### config.mk
export PLATFORM = sky130hd
export DESIGN_NAME = i2c_bit_byte_ctrl
export DESIGN_NICKNAME = d
export VERILOG_FILES = /design/src/rtl/i2c_master_pkg.sv /design/src/rtl/i2c_phase_decode.sv /design/src/rtl/i2c_bit_byte_ctrl.sv
export SDC_FILE = /design/constraint.sdc
export NUM_CORES = 1
export LEC_CHECK = 0
export ABC_AREA = 1
export ABC_CLOCK_PERIOD_IN_PS = 4390
export BUFFER_PORTS_ARGS = -buffer_cell sky130_fd_sc_hd__buf_2
export CAP_MARGIN = 10
export CELL_PAD_IN_SITES_DETAIL_PLACEMENT = 1
export CELL_PAD_IN_SITES_GLOBAL_PLACEMENT = 1
export CORE_UTILIZATION = 44
export CTS_CLUSTER_SIZE = 12
export DETAILED_ROUTE_END_ITERATION = 16
export GPL_TIMING_DRIVEN = 0
export HOLD_SLACK_MARGIN = 0.12
export PLACE_DENSITY_LB_ADDON = 0.05
export SYNTH_ARGS = -nofsm -noshare
export SYNTH_HDL_FRONTEND = slang
export SYNTH_SLANG_ARGS = --single-unit
export TNS_END_PERCENT = 5
### constraint.sdc
create_clock -name i2c_core_clock_i -period 4.39 [get_ports i2c_core_clock_i]
set_input_delay 0.878 -clock i2c_core_clock_i [delete_from_list [all_inputs] [get_ports i2c_core_clock_i]]
set_output_delay 0.878 -clock i2c_core_clock_i [all_outputs]
set_load 0.005 [all_outputs]
### src/rtl/i2c_master_pkg.sv
// Shared definitions for the I2C master bit/byte controller: command codes,
// controller states, SCL drive modes and legal prescaler bounds.
package i2c_master_pkg;

  typedef enum logic [1:0] {
    CMD_START = 2'd0,
    CMD_WRITE = 2'd1,
    CMD_READ  = 2'd2,
    CMD_STOP  = 2'd3
  } cmd_e;

  // ST_LAUNCH holds SCL low with a command latched, waiting for the FALL strobe
  // so SCL re-enters RUN mode without a glitch.
  typedef enum logic [3:0] {
    ST_IDLE    = 4'd0,
    ST_START_A = 4'd1,
    ST_START_B = 4'd2,
    ST_HOLD    = 4'd3,
    ST_LAUNCH  = 4'd4,
    ST_DATA    = 4'd5,
    ST_ACK     = 4'd6,
    ST_RSTART  = 4'd7,
    ST_STOP_A  = 4'd8,
    ST_STOP_B  = 4'd9
  } state_e;

  typedef enum logic [1:0] {
    SCL_MODE_IDLE = 2'd0,
    SCL_MODE_RUN  = 2'd1,
    SCL_MODE_HOLD = 2'd2
  } scl_mode_e;

  localparam logic [7:0] PRESCALER_MIN = 8'd2;
  localparam logic [7:0] PRESCALER_MAX = 8'd128;

endpackage

### src/rtl/i2c_phase_decode.sv
// Decodes the clock generator's down-counting phase counter into the three
// strobes the controller acts on: SCL fall, low-phase middle, high-phase middle.
module i2c_phase_decode (
  input  logic [7:0] prescaler_i,
  input  logic [7:0] counter_detect_edge_i,
  output logic       fall_o,
  output logic       lo_mid_o,
  output logic       hi_mid_o
);

  logic [8:0] p9;
  logic [8:0] half9;
  logic [8:0] cde9;

  // 9-bit arithmetic keeps P + P/2 exact for P up to 128.
  assign p9    = {1'b0, prescaler_i};
  assign half9 = p9 >> 1;
  assign cde9  = {1'b0, counter_detect_edge_i};

  assign fall_o   = (cde9 == p9);
  assign lo_mid_o = (cde9 == half9);
  assign hi_mid_o = (cde9 == (p9 + half9));

endmodule

### src/rtl/i2c_bit_byte_ctrl.sv
// I2C master bit/byte engine: turns START/WRITE/READ/STOP commands into SDA
// open-drain enables and a gated SCL, timed off the free-running SCL generator.
module i2c_bit_byte_ctrl
  import i2c_master_pkg::*;
(
  input  logic       i2c_core_clock_i,
  input  logic       reset_bit_i,
  input  logic [7:0] prescaler_i,
  input  logic       scl_i,
  input  logic [7:0] counter_detect_edge_i,
  input  logic       cmd_valid_i,
  input  logic [1:0] cmd_i,
  input  logic [7:0] tx_data_i,
  input  logic       ack_tx_i,
  input  logic       sda_i,
  output logic       cmd_ready_o,
  output logic       done_o,
  output logic [7:0] rx_data_o,
  output logic       ack_rx_o,
  output logic       sda_oe_o,
  output logic       scl_bus_o,
  output logic       busy_o
);

  state_e    state_q, state_d;
  scl_mode_e scl_mode_q, scl_mode_d;
  cmd_e      cmd_q, cmd_d;
  logic      sda_oe_q, sda_oe_d;
  logic      done_q, done_d;
  logic [7:0] tx_q, tx_d;
  logic      ack_tx_q, ack_tx_d;
  logic [2:0] bit_cnt_q, bit_cnt_d;
  logic [7:0] rx_shift_q, rx_shift_d;
  logic [7:0] rx_data_q, rx_data_d;
  logic      ack_rx_q, ack_rx_d;

  logic fall, lo_mid, hi_mid;
  logic p_legal;
  logic accept;

  i2c_phase_decode u_phase_decode (
    .prescaler_i           (prescaler_i),
    .counter_detect_edge_i (counter_detect_edge_i),
    .fall_o                (fall),
    .lo_mid_o              (lo_mid),
    .hi_mid_o              (hi_mid)
  );

  assign p_legal     = (prescaler_i >= PRESCALER_MIN) && (prescaler_i <= PRESCALER_MAX);
  assign cmd_ready_o = p_legal && ((state_q == ST_IDLE) || (state_q == ST_HOLD));
  assign accept      = cmd_valid_i && cmd_ready_o;

  always_comb begin
    // NOTE: every signal written here gets a default first so no path leaves it unassigned (no latches).
    state_d    = state_q;
    scl_mode_d = scl_mode_q;
    cmd_d      = cmd_q;
    sda_oe_d   = sda_oe_q;
    done_d     = 1'b0;
    tx_d       = tx_q;
    ack_tx_d   = ack_tx_q;
    bit_cnt_d  = bit_cnt_q;
    rx_shift_d = rx_shift_q;
    rx_data_d  = rx_data_q;
    ack_rx_d   = ack_rx_q;

    case (state_q)
      ST_IDLE: begin
        // Only START makes sense on a free bus; anything else completes as a no-op.
        if (accept) begin
          if (cmd_e'(cmd_i) == CMD_START) state_d = ST_START_A;
          else                             done_d  = 1'b1;
        end
      end
      ST_START_A: begin
        if (hi_mid) begin
          sda_oe_d = 1'b1;
          state_d  = ST_START_B;
        end
      end
      ST_START_B: begin
        if (fall) begin
          scl_mode_d = SCL_MODE_HOLD;
          done_d     = 1'b1;
          state_d    = ST_HOLD;
        end
      end
      ST_HOLD: begin
        if (accept) begin
          cmd_d    = cmd_e'(cmd_i);
          tx_d     = tx_data_i;
          ack_tx_d = ack_tx_i;
          state_d  = ST_LAUNCH;
        end
      end
      ST_LAUNCH: begin
        if (fall) begin
          scl_mode_d = SCL_MODE_RUN;
          bit_cnt_d  = 3'd7;
          case (cmd_q)
            CMD_START: state_d = ST_RSTART;
            CMD_STOP:  state_d = ST_STOP_A;
            default:   state_d = ST_DATA;
          endcase
        end
      end
      ST_DATA: begin
        if (lo_mid) sda_oe_d = (cmd_q == CMD_WRITE) ? ~tx_q[bit_cnt_q] : 1'b0;
        if (hi_mid) rx_shift_d = {rx_shift_q[6:0], sda_i};
        if (fall) begin
          if (bit_cnt_q == 3'd0) state_d   = ST_ACK;
          else                   bit_cnt_d = bit_cnt_q - 3'd1;
        end
      end
      ST_ACK: begin
        if (lo_mid) sda_oe_d = (cmd_q == CMD_WRITE) ? 1'b0 : ~ack_tx_q;
        if (hi_mid && (cmd_q == CMD_WRITE)) ack_rx_d = sda_i;
        if (fall) begin
          scl_mode_d = SCL_MODE_HOLD;
          if (cmd_q == CMD_READ) rx_data_d = rx_shift_q;
          done_d  = 1'b1;
          state_d = ST_HOLD;
        end
      end
      ST_RSTART: begin
        if (lo_mid) sda_oe_d = 1'b0;
        if (hi_mid) sda_oe_d = 1'b1;
        if (fall) begin
          scl_mode_d = SCL_MODE_HOLD;
          done_d     = 1'b1;
          state_d    = ST_HOLD;
        end
      end
      ST_STOP_A: begin
        if (lo_mid) sda_oe_d = 1'b1;
        if (hi_mid) begin
          sda_oe_d = 1'b0;
          state_d  = ST_STOP_B;
        end
      end
      ST_STOP_B: begin
        if (fall) begin
          scl_mode_d = SCL_MODE_IDLE;
          done_d     = 1'b1;
          state_d    = ST_IDLE;
        end
      end
      default: state_d = ST_IDLE;
    endcase
  end

  always_ff @(posedge i2c_core_clock_i or negedge reset_bit_i) begin
    if (!reset_bit_i) begin
      state_q    <= ST_IDLE;
      scl_mode_q <= SCL_MODE_IDLE;
      cmd_q      <= CMD_START;
      sda_oe_q   <= 1'b0;
      done_q     <= 1'b0;
      tx_q       <= 8'h00;
      ack_tx_q   <= 1'b0;
      bit_cnt_q  <= 3'd0;
      rx_shift_q <= 8'h00;
      rx_data_q  <= 8'h00;
      ack_rx_q   <= 1'b1;
    end else begin
      // NOTE: non-blocking assignments so every register samples pre-edge values.
      state_q    <= state_d;
      scl_mode_q <= scl_mode_d;
      cmd_q      <= cmd_d;
      sda_oe_q   <= sda_oe_d;
      done_q     <= done_d;
      tx_q       <= tx_d;
      ack_tx_q   <= ack_tx_d;
      bit_cnt_q  <= bit_cnt_d;
      rx_shift_q <= rx_shift_d;
      rx_data_q  <= rx_data_d;
      ack_rx_q   <= ack_rx_d;
    end
  end

  // Mode switches into/out of RUN coincide with the generator's own fall,
  // so the gated SCL never glitches high.
  always_comb begin
    case (scl_mode_q)
      SCL_MODE_IDLE: scl_bus_o = 1'b1;
      SCL_MODE_RUN:  scl_bus_o = scl_i;
      default:       scl_bus_o = 1'b0;
    endcase
  end

  assign sda_oe_o  = sda_oe_q;
  assign done_o    = done_q;
  assign rx_data_o = rx_data_q;
  assign ack_rx_o  = ack_rx_q;
  assign busy_o    = (state_q != ST_IDLE);

endmodule
==> results_dict.tcl <==
set metrics [dict create \
    status "complete, but fails checks" \
    violations "design-rule violations" \
    portBuffers 45 \
    path_buf_inv 3 \
    post-cts-setup-buffers 0 \
    overflow 0 \
    core_region_area_um2 6420 \
    final_area_um2 3380 \
    grt_usage 0.228 \
    cts_buffers 5 \
    clock-sinks 39 \
    setup_viol 0 \
    start_util 0.461 \
    total_power_mw 1.30 \
    yosys_warnings 0 \
    path_class "primary input to output port" \
    worst_path_max_delay_cell "ha_1" \
    max_slew_margin 0.392 \
    crit_family "buffers and inverters" \
    crit_arrival_ns 2.03 \
    peakVddDrop_mv 0.131 \
    drtIter0Drc 66 \
    cts_tree "built" \
    wirelength_um 7570 \
    worstSkewPairLatency_ns 0.29 \
    first_global_vias 2785 \
    cts_root_buf "clkbuf_8" \
    crit_chain "buf_2 -> inv_1 -> ha_1 -> a21boi_0 -> nand3_1 -> nand2_1 -> nor2_4 -> buf_2" \
    min_period_ns 2.91 \
    path_common_cell "buf_2" \
    dp_hpwl_um 6200 \
    synth_seq_cells 39 \
    syn_to_final_growth_pct 14.0 \
    final_max_slew_viol_count 0 \
    grt_max_degree 40 \
    finalCritPeriodShare 0.663 \
    cts-resized-gates 0 \
    worst_pin_slew_ns 0.912 \
    fin_util 0.526 \
    fin_worst_skew_ns 0.00674 \
    cp.required_ns 3.51 \
    die_y_um 84.0 \
    hold_class "register to register" \
    drc 4 \
    ys_types 36 \
    p_leak_nw 1.92 \
    wire_per_inst_um 13.9 \
    fillers 874 \
    critPathMaxFanout 6 \
    antenna_found_initial 0 \
    htree_levels 2 \
    io_pins 46 \
    die_area_um2 7060 \
    place_area_um2 3280 \
    row_count 29 \
    cp-start-kind "primary input" \
    hold_buffers 0 \
    rsz0062_at_grt "false" \
    power.density_nw_per_um2 386 \
    grt_pass1_wl_um 12900 \
    clkTransAtPathRegs_ns 0.08 \
    syn_avg_cell_area_um2 7.17 \
    synth_fp_nets 467 \
    antennaDiodeCount 0 \
    layout-drive-gt1-share 0.172 \
    synth_cells 413 \
    post-place-cells 535 \
    dr.pass1.iters 10 \
    syn_area_um2 2960 \
    finalNetCount 519 \
    final_cells 543 \
    gp_congestion 0.834 \
    die_w_um 84.0 \
    endpoint_kind "output port" \
    vias_per_cell 5.03 \
    cap_violations 0 \
    slowest_delay_ns 0.23 \
    ant_nets 0 \
    setup_tns_ns 0 \
    cts.path.max_buffers 2 \
    finalHoldViolCount 0 \
    dr_total_vias 2732 \
    ys_seq_area_frac 0.330 \
    fmax_ghz 0.344 \
]
## registers in the layout, indices dropped and copies added (netlist names)
name,cells
sda_oe_o,1
scl_mode_q,2
done_o,1
state_q,4
rx_shift_q,8
bit_cnt_q,3
ack_tx_q,1
cmd_q,2
tx_q,8
ack_rx_o,1
rx_data_o,8
## worst paths after layout
check	from	endpoint	slack [ns]	cells after the start
min in group asynchronous	reset_bit_i	state_q[2]	0.69	1
max reg2reg	state_q[2]	state_q[0]	2.43	12
max	prescaler_i[6]	cmd_ready_o	1.48	8
min	rx_data_o[5]	rx_data_o[5]	0.49	2
min reg2reg	rx_data_o[5]	rx_data_o[5]	0.49	2
max in group asynchronous	reset_bit_i	rx_shift_q[4]	3.11	1
## cells in the mapped netlist
library cell / count / share of area
inv_1: 79 / 0.10
buf_2: 1 / 0.0017
ha_1: 21 / 0.089
a21boi_0: 1 / 0.0025
nand3_2: 3 / 0.010
o21ai_0: 18 / 0.030
dfstp_2: 1 / 0.0089
a21oi_2: 1 / 0.0030
nor2_1: 25 / 0.032
o21ai_1: 14 / 0.024
nor2_8: 1 / 0.0068
a22oi_1: 3 / 0.0076
nand4_4: 1 / 0.0072
o211ai_1: 2 / 0.0051
a31oi_1: 1 / 0.0021
a21oi_1: 8 / 0.014
nor3_1: 3 / 0.0051
buf_6: 2 / 0.0076
o22ai_1: 2 / 0.0042
xnor2_2: 1 / 0.0055
fa_1: 1 / 0.0068
nand2_4: 1 / 0.0038
dfrtp_1: 38 / 0.32
nor2_4: 1 / 0.0038
o21ai_2: 2 / 0.0059
nand2_1: 118 / 0.15
mux2_2: 1 / 0.0038
xor2_1: 5 / 0.015
xnor2_1: 5 / 0.015
nor3_2: 1 / 0.0034
mux2_1: 5 / 0.019
nor2_2: 3 / 0.0063
inv_2: 1 / 0.0013
nand2_2: 6 / 0.013
nand3_1: 25 / 0.042
nand4_1: 12 / 0.025
## metal layers
layer | track usage | part of all wire
met1 | 0.302 | 0.47
met2 | 0.394 | 0.49
met3 | 0.0366 | 0.028
met4 | 0.0408 | 0.0059
met5 | 0 | 0
## worst min-delay path, stage by stage, from the launching register on
cell and delay, ns:
dfrtp_1 0.35, nand2_1 0.05, o21ai_0 0.06
## kinds of logic after synthesis
kind of cell               count (synthesis)  synth area share
xor gates and xnor gates                  11            0.0351
DFF                                       39             0.330
muxes                                      6            0.0228
AOI/OAI and AO/OA                         52            0.0980
adders and majority gates                 22            0.0955
and+or+nand+nor                          200             0.308
buffers and inverters                     83             0.111
## area by class of cell
class,count,area (um^2),area share
multi-input combinational,291,1660,0.491
tap,77,96.3,0.0285
sequential,39,977,0.289
timing repair buffer,45,225,0.0667
inverter,80,300,0.0890
clock buffer,5,68.8,0.0204
clock inverter,3,23.8,0.00704
buffer,3,27.5,0.00815
## cells in the final DEF (no fill, tap or decap), types with 2 or more instances in the layout
| cell type | count |
|---|---|
| nor2_2 | 3 |
| ha_1 | 21 |
| dfrtp_1 | 38 |
| clkinvlp_4 | 2 |
| o211ai_1 | 2 |
| inv_1 | 79 |
| nand3_1 | 25 |
| o21ai_2 | 2 |
| nor2_1 | 25 |
| xor2_1 | 5 |
| clkbuf_8 | 5 |
| buf_2 | 46 |
| nand2_2 | 6 |
| buf_6 | 2 |
| a22oi_1 | 3 |
| o21ai_0 | 18 |
| a21oi_1 | 8 |
| mux2_1 | 5 |
| nand3_2 | 3 |
| xnor2_1 | 5 |
| nor3_1 | 3 |
| o22ai_1 | 2 |
| nand2_1 | 118 |
| nand4_1 | 12 |
| o21ai_1 | 14 |
## where the power goes
| group | switching, mW | total, mW | internal (mW) |
|---|---|---|---|
| Clock | 0.140 | 0.254 | 0.114 |
| Combinational | 0.364 | 0.557 | 0.193 |
| Sequential | 0.0558 | 0.492 | 0.436 |
| Total | 0.561 | 1.30 | 0.742 |
## metrics by stage
stage,hold slack [ns],setup WS [ns]
finish,0.489,1.48
global route,0.517,1.38
CTS,0.494,1.48
detailed placement,0.468,1.26
global placement,0.455,1.34
floorplan,0.451,1.73
Note: power is estimated with default switching activity, not from simulation.
